<file path="src/rtl/muldiv_pkg.sv">
`default_nettype none
// +------------------------------------------------------------------------+
// | Package : muldiv_pkg                                                   |
// | Shared definitions for the multiply/divide engine: op encodings, the   |
// | FSM state type and the default datapath/counter widths.                |
// | Revision: 1.0 - initial release                                        |
// +------------------------------------------------------------------------+
package muldiv_pkg;

  localparam int WIDTH_DEF = 32;
  localparam int CNT_W     = $clog2(WIDTH_DEF) + 1;

  localparam logic [2:0] OP_MULT  = 3'b000;
  localparam logic [2:0] OP_MULTU = 3'b001;
  localparam logic [2:0] OP_DIV   = 3'b010;
  localparam logic [2:0] OP_DIVU  = 3'b011;
  localparam logic [2:0] OP_MTHI  = 3'b100;
  localparam logic [2:0] OP_MTLO  = 3'b101;

  typedef enum logic [1:0] {
    IDLE = 2'd0,
    MUL  = 2'd1,
    DIV  = 2'd2,
    DONE = 2'd3
  } state_t;

endpackage
`default_nettype wire

</file>
<file path="src/rtl/muldiv_divider.sv">
`default_nettype none
// +------------------------------------------------------------------------+
// | Module  : muldiv_divider                                               |
// | Restoring unsigned divide datapath, one quotient bit per step.         |
// | Ports   : clk, clr (async reset), load (capture operands), step        |
// |           (advance one iteration), dividend/divisor (magnitudes),      |
// |           quo_next/rem_next (result of the step taken this cycle).     |
// | Revision: 1.0 - initial release                                        |
// +------------------------------------------------------------------------+
module muldiv_divider
  import muldiv_pkg::*;
#(
  parameter int WIDTH = WIDTH_DEF
) (
  input  logic             clk,
  input  logic             clr,
  input  logic             load,
  input  logic             step,
  input  logic [WIDTH-1:0] dividend,
  input  logic [WIDTH-1:0] divisor,
  output logic [WIDTH-1:0] quo_next,
  output logic [WIDTH-1:0] rem_next
);

  logic [WIDTH-1:0] quo;   // dividend bits shift out the top, quotient bits in the bottom
  logic [WIDTH-1:0] rem;
  logic [WIDTH-1:0] dsr;
  logic [WIDTH:0]   shifted;
  logic [WIDTH:0]   diff;
  logic             ge;

  // One extra bit holds the partial remainder shifted left before the compare.
  assign shifted  = {rem, quo[WIDTH-1]};
  assign ge       = (shifted >= {1'b0, dsr});
  assign diff     = shifted - {1'b0, dsr};
  assign rem_next = ge ? diff[WIDTH-1:0] : shifted[WIDTH-1:0];
  assign quo_next = {quo[WIDTH-2:0], ge};

  always_ff @(posedge clk or posedge clr) begin
    if (clr) begin
      quo <= '0;
      rem <= '0;
      dsr <= '0;
    end else if (load) begin
      quo <= dividend;
      rem <= '0;
      dsr <= divisor;
    end else if (step) begin
      quo <= quo_next;
      rem <= rem_next;
    end
  end

endmodule
`default_nettype wire

</file>
<file path="src/rtl/mul_div_unit.sv">
`default_nettype none
// +------------------------------------------------------------------------+
// | Module  : mul_div_unit                                                 |
// | Multi-cycle multiply/divide engine feeding the HI/LO register pair.    |
// | Ports   : clk, clr (async reset), start/op/A/B (request from EX),      |
// |           busy (MUL/DIV in flight), done + WE_HI/WE_LO (one-cycle      |
// |           write pulse), HI_wdata/LO_wdata (write data).                |
// | Config  : MULDIV_FAST_MUL_EN - single-cycle combinational MULT/MULTU.  |
// | Revision: 1.0 - initial release                                        |
// +------------------------------------------------------------------------+
module mul_div_unit
  import muldiv_pkg::*;
#(
  parameter int WIDTH = WIDTH_DEF
) (
  input  logic             clk,
  input  logic             clr,
  input  logic             start,
  input  logic [2:0]       op,
  input  logic [WIDTH-1:0] A,
  input  logic [WIDTH-1:0] B,
  output logic             busy,
  output logic             done,
  output logic             WE_HI,
  output logic             WE_LO,
  output logic [WIDTH-1:0] HI_wdata,
  output logic [WIDTH-1:0] LO_wdata
);

  localparam int C_CNT_W = ($clog2(WIDTH) + 1 > CNT_W) ? $clog2(WIDTH) + 1 : CNT_W;

  state_t             state;
  logic [C_CNT_W-1:0] cnt;
  logic [WIDTH-1:0]   mcand;      // multiplicand magnitude
  logic [2*WIDTH-1:0] prod;       // {partial sum, unconsumed multiplier bits}
  logic               neg_q;      // negate product / quotient at the end
  logic               neg_r;      // negate remainder (dividend was negative)
  logic               div_zero;
  logic [WIDTH-1:0]   a_hold;     // raw dividend, returned in HI on divide by zero

  logic               is_signed;
  logic               a_neg;
  logic               b_neg;
  logic [WIDTH-1:0]   a_mag;
  logic [WIDTH-1:0]   b_mag;
  logic               last_iter;

  assign is_signed = (op == OP_MULT) || (op == OP_DIV);
  assign a_neg     = is_signed & A[WIDTH-1];
  assign b_neg     = is_signed & B[WIDTH-1];
  // The most negative value maps onto itself, which is its correct unsigned magnitude.
  assign a_mag     = a_neg ? -A : A;
  assign b_mag     = b_neg ? -B : B;
  assign last_iter = (cnt == C_CNT_W'(WIDTH - 1));

  // Shift-add multiply step; the final step is folded straight into the write data.
  logic [WIDTH:0]     mul_sum;
  logic [2*WIDTH-1:0] prod_next;
  logic [2*WIDTH-1:0] prod_fix;
  assign mul_sum   = {1'b0, prod[2*WIDTH-1:WIDTH]} + {1'b0, (prod[0] ? mcand : '0)};
  assign prod_next = {mul_sum, prod[WIDTH-1:1]};
  assign prod_fix  = neg_q ? -prod_next : prod_next;

  logic [WIDTH-1:0] quo_next;
  logic [WIDTH-1:0] rem_next;
  logic [WIDTH-1:0] quo_fix;
  logic [WIDTH-1:0] rem_fix;
  logic             div_load;

  assign div_load = start && !busy && ((op == OP_DIV) || (op == OP_DIVU));
  assign quo_fix  = neg_q ? -quo_next : quo_next;
  assign rem_fix  = neg_r ? -rem_next : rem_next;

  muldiv_divider #(.WIDTH(WIDTH)) u_divider (
    .clk      (clk),
    .clr      (clr),
    .load     (div_load),
    .step     (state == DIV),
    .dividend (a_mag),
    .divisor  (b_mag),
    .quo_next (quo_next),
    .rem_next (rem_next)
  );

`ifdef MULDIV_FAST_MUL_EN
  logic [2*WIDTH-1:0] fast_mag;
  logic [2*WIDTH-1:0] fast_prod;
  assign fast_mag  = {{WIDTH{1'b0}}, a_mag} * {{WIDTH{1'b0}}, b_mag};
  assign fast_prod = (a_neg ^ b_neg) ? -fast_mag : fast_mag;
`endif

  always_ff @(posedge clk or posedge clr) begin
    if (clr) begin
      state    <= IDLE;
      cnt      <= '0;
      busy     <= 1'b0;
      done     <= 1'b0;
      WE_HI    <= 1'b0;
      WE_LO    <= 1'b0;
      HI_wdata <= '0;
      LO_wdata <= '0;
      mcand    <= '0;
      prod     <= '0;
      neg_q    <= 1'b0;
      neg_r    <= 1'b0;
      div_zero <= 1'b0;
      a_hold   <= '0;
    end else begin
      done  <= 1'b0;
      WE_HI <= 1'b0;
      WE_LO <= 1'b0;
      case (state)
        // busy is low in both IDLE and DONE, so requests are accepted in either.
        IDLE, DONE: begin
          state <= IDLE;
          if (start) begin
            case (op)
              OP_MULT, OP_MULTU: begin
`ifdef MULDIV_FAST_MUL_EN
                HI_wdata <= fast_prod[2*WIDTH-1:WIDTH];
                LO_wdata <= fast_prod[WIDTH-1:0];
                WE_HI    <= 1'b1;
                WE_LO    <= 1'b1;
                done     <= 1'b1;
`else
                state <= MUL;
                busy  <= 1'b1;
                cnt   <= '0;
                mcand <= a_mag;
                prod  <= {{WIDTH{1'b0}}, b_mag};
                neg_q <= a_neg ^ b_neg;
`endif
              end
              OP_DIV, OP_DIVU: begin
                state    <= DIV;
                busy     <= 1'b1;
                cnt      <= '0;
                neg_q    <= a_neg ^ b_neg;
                neg_r    <= a_neg;
                div_zero <= (B == '0);
                a_hold   <= A;
              end
              OP_MTHI: begin
                HI_wdata <= A;
                WE_HI    <= 1'b1;
                done     <= 1'b1;
              end
              OP_MTLO: begin
                LO_wdata <= A;
                WE_LO    <= 1'b1;
                done     <= 1'b1;
              end
              default: ;
            endcase
          end
        end
        MUL: begin
          prod <= prod_next;
          cnt  <= cnt + C_CNT_W'(1);
          if (last_iter) begin
            state    <= DONE;
            busy     <= 1'b0;
            done     <= 1'b1;
            WE_HI    <= 1'b1;
            WE_LO    <= 1'b1;
            HI_wdata <= prod_fix[2*WIDTH-1:WIDTH];
            LO_wdata <= prod_fix[WIDTH-1:0];
          end
        end
        DIV: begin
          cnt <= cnt + C_CNT_W'(1);
          if (last_iter) begin
            state    <= DONE;
            busy     <= 1'b0;
            done     <= 1'b1;
            WE_HI    <= 1'b1;
            WE_LO    <= 1'b1;
            HI_wdata <= div_zero ? a_hold : rem_fix;
            LO_wdata <= div_zero ? '1 : quo_fix;
          end
        end
        default: state <= IDLE;
      endcase
    end
  end

endmodule
`default_nettype wire

</file>
<file path="config.mk">
export PLATFORM = sky130hd
export DESIGN_NAME = mul_div_unit
export DESIGN_NICKNAME = d
export VERILOG_FILES = /design/src/rtl/muldiv_pkg.sv /design/src/rtl/muldiv_divider.sv /design/src/rtl/mul_div_unit.sv
export SDC_FILE = /design/constraint.sdc
export NUM_CORES = 1
export LEC_CHECK = 0
export CAP_MARGIN = 20
export CORE_MARGIN = 3
export CORE_UTILIZATION = 30
export CTS_BUF_LIST = sky130_fd_sc_hd__clkbuf_4 sky130_fd_sc_hd__clkbuf_8
export DETAILED_ROUTE_END_ITERATION = 8
export SETUP_SLACK_MARGIN = 0.4
export SKIP_LAST_GASP = 1
export SLEW_MARGIN = 20
export SYNTH_ARGS = -nofsm -noshare
export SYNTH_HDL_FRONTEND = slang
export SYNTH_HIERARCHICAL = 1
export SYNTH_SLANG_ARGS = --single-unit
</file>
<file path="constraint.sdc">
create_clock -name clk -period 10.9 [get_ports clk]
set_input_delay 1.09 -clock clk [delete_from_list [all_inputs] [get_ports clk]]
set_output_delay 1.09 -clock clk [all_outputs]
set_load 0.05 [all_outputs]
</file>
---- After elaboration in Yosys (flattened, before gate mapping) ----
Cells that the tools add are included.
cells by class
  eq/ne operators ......................... 17
  order comparisons ....................... 1
  muxes and demuxes ....................... 47
  reduce and logical (&&, ||, !) cells .... 24
  add/sub/neg operators ................... 8
  bitwise logic cells ..................... 3
operators with widths
  kind                 count
  $mux 32              20
  $mux 64              3
  $pmux 32 s3          2
  $neg 32->32          4
  $pmux 64 s2          1
  $neg 64->64          1
  $add 32x32->33       1
  $ge 33x32->1         1
  $logic_not 32->1     1
  $sub 32x32->32       1
  $reduce_and 3->1     5
  $mux 6               2
  $pmux 6 s2           1
  $mux 1               10
  $reduce_or 2->1      5
  $ne 2x1->1 const B   4
  $ne 2x2->1 const B   4
  $pmux 1 s2           4
  $pmux 2 s2           2
  $reduce_and 4->1     2
  $add 6x1->6 const B  1
  $eq 3x2->1 const B   2
  $eq 3x3->1 const B   2
  $eq 6x5->1 const B   1
  other kinds (14)     20
storage, ports and cells
  register bits ........................... 303
  output and inout port bits .............. 68
  bits of input ports ..................... 70

---- Depth between registers and ports, before layout ----
  depth in word-level cells ............... 7
  gate-level depth with buffers ........... 27
  depth with buffers taken out ............ 23

---- Modules after synthesis ----
Netlist, hierarchy kept.
by module, submodules not included
  module          instances  seq. area each (sq um)  area an instance (sq um)  cells each
  mul_div_unit    1          5180.0                  15850.2                   1962
  muldiv_divider  1          2402.3                  6769.0                    787

---- Least setup slack after synthesis ----
OpenSTA, ideal clock, no wires.
  path kind ............................... register to register
  start ................................... reg u_divider.rem[0]
  end ..................................... reg HI_wdata[28]
  setup time .............................. 0.121 ns
  data required time ...................... 10.779 ns
  cell stages (with the launch flop) ...... 24
  path slack .............................. 5.692 ns
  arrival time ............................ 5.087 ns
  cells stage by stage .................... dfrtp_1 -> ha_1 -> nor2b_1 -> o2111ai_1 -> a2111oi_4 -> nor3_2 -> a21oi_2 -> a21oi_4 -> inv_4 -> buf_6 -> mux2_4 -> inv_1 -> ha_1 -> or4b_1 -> or4_1 -> clkbuf_1 -> or4_1 -> o21ai_1 -> xor2_1 -> o21ai_0 -> a21o_1 -> a311oi_1 -> nand3_1 -> a22o_1
between the ends
  longest elaborated chain between the ends .. 7
  elaborated cells on any way between the ends .. 8
  classes of those cells .................. add/sub: 2; order compare: 1; mux: 5
RTL lines
  item                                                   line                                        source
  start, declared                                        muldiv_divider.sv:26                        logic [WIDTH-1:0] rem;
  start signal, assigned                                 muldiv_divider.sv:50                        rem <= rem_next;
  $sub 32x32->32 / $ge 33x32->1 (equally long branches)  muldiv_divider.sv:35, muldiv_divider.sv:34
  $mux 32 (*)                                            muldiv_divider.sv:36                        assign rem_next = ge ? diff[WIDTH-1:0] : shifted[WIDTH-1:0];
  named net rem_next[1]                                  mul_div_unit.sv:65                          logic [WIDTH-1:0] rem_next;
  $neg 32->32 (*)                                        mul_div_unit.sv:72                          assign rem_fix = neg_r ? -rem_next : rem_next;
  $mux 32 (*)                                            mul_div_unit.sv:72
  $mux 32 (*)                                            mul_div_unit.sv:178                         HI_wdata <= div_zero ? a_hold : rem_fix;
  $mux 32 (*)                                            mul_div_unit.sv:172                         if (last_iter) begin
  $pmux 32 s3 (*)                                        mul_div_unit.sv:112                         case (state)
  end signal, assigned                                   mul_div_unit.sv:166                         HI_wdata <= prod_fix[2*WIDTH-1:WIDTH];
  end signal, assigned                                   mul_div_unit.sv:178
  end, declared                                          mul_div_unit.sv:26                          output logic [WIDTH-1:0] HI_wdata,
The timed path passes the listed nets; every way through them passes the cells marked *. The select of a mux whose other input is x is not followed.
A chain may end at the register's enable or synchronous reset.

---- Final worst setup path ----
  start ................................... reg u_divider.rem[15]
  end ..................................... reg HI_wdata[24]
between the ends
  longest elaborated chain between the ends .. 7
  elaborated cells on any way between the ends .. 8
  classes of those cells .................. add/sub: 2; order compare: 1; mux: 5
RTL lines
  item                   line                  source
  $ge 33x32->1           muldiv_divider.sv:34  assign ge = (shifted >= {1'b0, dsr});
  named net quo_next[0]  mul_div_unit.sv:64    logic [WIDTH-1:0] quo_next;
  $mux 32                muldiv_divider.sv:36
  named net rem_next[1]  mul_div_unit.sv:65
  $neg 32->32            mul_div_unit.sv:72
  $mux 32                mul_div_unit.sv:72
  $mux 32                mul_div_unit.sv:178
  $mux 32                mul_div_unit.sv:172
  $pmux 32 s3            mul_div_unit.sv:112
The timed path passes the listed nets, and every way through them passes these cells. The select of a mux whose other input is x is not followed.

==> impl_metrics.toml <==
[sta]
setup_viol = 0
layout_skew_ps = 47.6
totalNegativeSetupSlack_ps = 0
fin_worst_hold_slack_ps = 463
period_needed_ps = 6440
final_count_of_pins_violating_max_slew = 0
rsz_0062_raised_after_global_routing = "false"
period_share = 0.591
tightest_slew_ps = 1160
report.final.hold_viol_count = 0
worst_slew_margin_rel = 0.219
fmaxAchievable_ghz = 0.155

[logic_synthesis]
netlist.top_cell.by_area = "sky130_fd_sc_hd__dfrtp_1"
synth_edf_count = 0
post_synth_num_cell_types = 109
sequential_share_of_the_synthesized_area = 0.335
post_synth_inst_count = 2749
synth_area_um2 = 22600
synth_largest_type_area_fraction = 0.335
ys_ff_latch = 303
synthMostInstantiatedCell = "sky130_fd_sc_hd__nand2_1"
postSynthNetCount = 2893
synthesis.yosys.warnings = 6
syn_avg_cell_area_um2 = 8.23
synth_async_sr_flop_share = 1.00
synthFlopType = "sky130_fd_sc_hd__dfrtp_1"
synth_common_cells = "sky130_fd_sc_hd__nand2_1, sky130_fd_sc_hd__dfrtp_1, sky130_fd_sc_hd__o21ai_0, sky130_fd_sc_hd__nor2_1, sky130_fd_sc_hd__a21oi_1"
yosys-top-cells-area = "sky130_fd_sc_hd__dfrtp_1, sky130_fd_sc_hd__nand2_1, sky130_fd_sc_hd__o21ai_0, sky130_fd_sc_hd__xnor2_1, sky130_fd_sc_hd__ha_1"

[detailed_routing]
finalWirelength_mm = 81.5
remaining_drc_errors = 0
via_per_inst = 5.60
route.detailed.wl_per_inst_um = 21.5
route.antenna.remaining_nets = 0
drt_iter0_drc = 2276
drtPass1Iterations = 5
detailroute.via_count = 21200

[clock_tree]
post_cts.resized_instances = 0
cts.hold.buffers_added = 0
clock_latency_ps = 690
cts_root_buffer = "sky130_fd_sc_hd__clkbuf_8"
tritoncts = "done"
cts_num_sinks = 303
cts_max_level = 2
cts_inserted_buffers = 58
ctsLongestPathBuffers = 3
post-cts-setup-buffer-count = 0
clk_pin_slew_worst_paths_ps = 60

[place]
gp_congestion = 0.897
hpwlAfterDp_mm = 60.1
port_buffers = 137

[global_routing]
grt_first_pass_wirelength_mm = 124
grt_remaining_overflow = 0
gr-usage-all-layers = 0.202
antenna_found_initial = 1
vias_in_the_first_global_route = 20100
grt_start_max_net_pins = 99

[worst_setup_path]
crit_start = "u_divider/rem[15]"
timing.critical_path.required_ps = 11480
timing.reg2reg.setup_slack_ps = 4460
crit_type = "register to register"
cp-start-kind = "register"
timing.critical_path.fanout_max = 48
setup.worst_path.end_class = "register"
worst_path_arrival_ps = 7020
worstReg2RegStart = "u_divider/rem[15]"

[final_layout]
syn_to_final_growth_pct = 14.1
drive_above_1_share = 0.0883
nets = 2918
diodes = 0

[power_and_ir_drop]
worst_vdd_drop_mv = 0.141
power.share.combinational = 0.594
share_seq_of_total_power = 0.247
clock_power_share = 0.158
power.leakage_nw = 10.4
power_switching_share = 0.501
internal_power_mw = 3.94
pwr_density_cell_nw_per_um2 = 306
switchingPower_mw = 3.96

[die]
die_x_um = 281
floorplan.io_pins = 138
core_area_um2 = 74600
rows = 100
start_util = 0.303
fp.dieArea_um2 = 78700
floorplan.die.height_um = 281

[run_status]
run_status = "completed"

[worst_hold_path]
hp-class = "register to register"
min-delay-start = "mcand[25]"

[flow_run]
max-cap-violations = 0
## logic make-up (layout without fill, tap and decap cells)
family | count (synthesis) | in the layout | synth area share
AOI/OAI and AO/OA | 823 | 823 | 0.239
xor gates and xnor gates | 215 | 215 | 0.0833
adders and majority gates | 74 | 74 | 0.0416
buffers and inverters | 276 | 346 | 0.0539
DFF | 303 | 303 | 0.335
muxes | 90 | 90 | 0.0447
and+or+nand+nor | 968 | 968 | 0.203
## path summary, 6_finish.rpt
| kind | end | cells after the start |
|---|---|---|
| hold / removal | mcand[25] | 2 |
| max in group asynchronous | prod[47] | 3 |
| min in group asynchronous | u_divider/quo[6] | 2 |
| hold reg to reg | mcand[25] | 2 |
| setup reg to reg | HI_wdata[24] | 21 |
| setup / recovery | HI_wdata[24] | 21 |
## routing by layer
metal | track usage | wire length, um | vias to the layer above | part of all wire
met2 | 0.316 | 36200 | 740 | 0.44
met3 | 0.0273 | 5340 | 138 | 0.065
li1 | - | - | 9910 | -
met5 | 0 | 9 | - | 0.00011
met4 | 0.0689 | 2640 | 2 | 0.032
met1 | 0.286 | 37300 | 10400 | 0.46
## sequential cells by signal, indices dropped and copies added (netlist names), 2 cells and up
name,flops
HI_wdata,32
LO_wdata,32
a_hold,32
cnt,6
mcand,32
prod,64
state,2
u_divider/dsr,32
u_divider/quo,32
u_divider/rem,32
## worst max-delay path, stage by stage (launching register included)
cell and delay, ps:
sky130_fd_sc_hd__dfrtp_1 400, sky130_fd_sc_hd__ha_1 450, sky130_fd_sc_hd__a21oi_1 250, sky130_fd_sc_hd__o21ai_0 110, sky130_fd_sc_hd__or2_1 250, sky130_fd_sc_hd__nor3_2 250, sky130_fd_sc_hd__a21oi_2 140, sky130_fd_sc_hd__a21oi_4 590
sky130_fd_sc_hd__inv_4 420, sky130_fd_sc_hd__mux2_4 420, sky130_fd_sc_hd__inv_1 60, sky130_fd_sc_hd__ha_1 170, sky130_fd_sc_hd__or4b_1 470, sky130_fd_sc_hd__or4_1 570, sky130_fd_sc_hd__or4_1 550, sky130_fd_sc_hd__o21ai_0 230
sky130_fd_sc_hd__xor2_1 180, sky130_fd_sc_hd__o21ai_0 90, sky130_fd_sc_hd__a22oi_1 340, sky130_fd_sc_hd__nand4_1 140, sky130_fd_sc_hd__mux2i_1 170, sky130_fd_sc_hd__nor3_1 70
## final cells by class
class	count	area, um^2
clock buffers	93	1170
clock inverters	12	95.1
fillers	7818	48800
inverters	75	294
multi-input cells	2170	13900
flip-flops and latches	303	7580
well taps	969	1210
repair buffers	166	1590
## through the flow
step | instance area (um^2) | power [mW] | worst slack [ps] | std cells | util
after floorplan | 22600 | 5.23 | 4160 | 2749 | -
after global placement | 24500 | 6.56 | 4550 | 3683 | 0.329
after detailed placement | 24500 | 6.57 | 4460 | 3683 | 0.329
after CTS | 25800 | 7.86 | 4490 | 3788 | 0.346
after global routing | 25800 | 8.41 | 4030 | 3788 | 0.346
final | 25800 | 7.90 | 4460 | 3788 | 0.346
## placed cells by master, fill, tap and decap left out, types with 71 or more instances in the layout
cell type	Yosys	final
sky130_fd_sc_hd__clkbuf_8	0	76
sky130_fd_sc_hd__xnor2_1	125	125
sky130_fd_sc_hd__nand2_1	396	396
sky130_fd_sc_hd__clkdlybuf4s50_1	0	137
sky130_fd_sc_hd__nor2_1	221	219
sky130_fd_sc_hd__dfrtp_1	303	301
sky130_fd_sc_hd__inv_1	73	71
sky130_fd_sc_hd__o21ai_0	279	279
sky130_fd_sc_hd__a21oi_1	143	142
sky130_fd_sc_hd__xor2_1	90	90
## power groups by stage
stage | combinational, mW | clock [mW] | sequential, mW
after detailed placement | 4.61 | 0 | 1.96
after global placement | 4.61 | 0 | 1.95
after global routing | 5.08 | 1.32 | 2.01
after floorplan | 3.03 | 0 | 2.20
after CTS | 4.64 | 1.28 | 1.94
final | 4.70 | 1.25 | 1.95
Power figures use the tool's default switching activity.
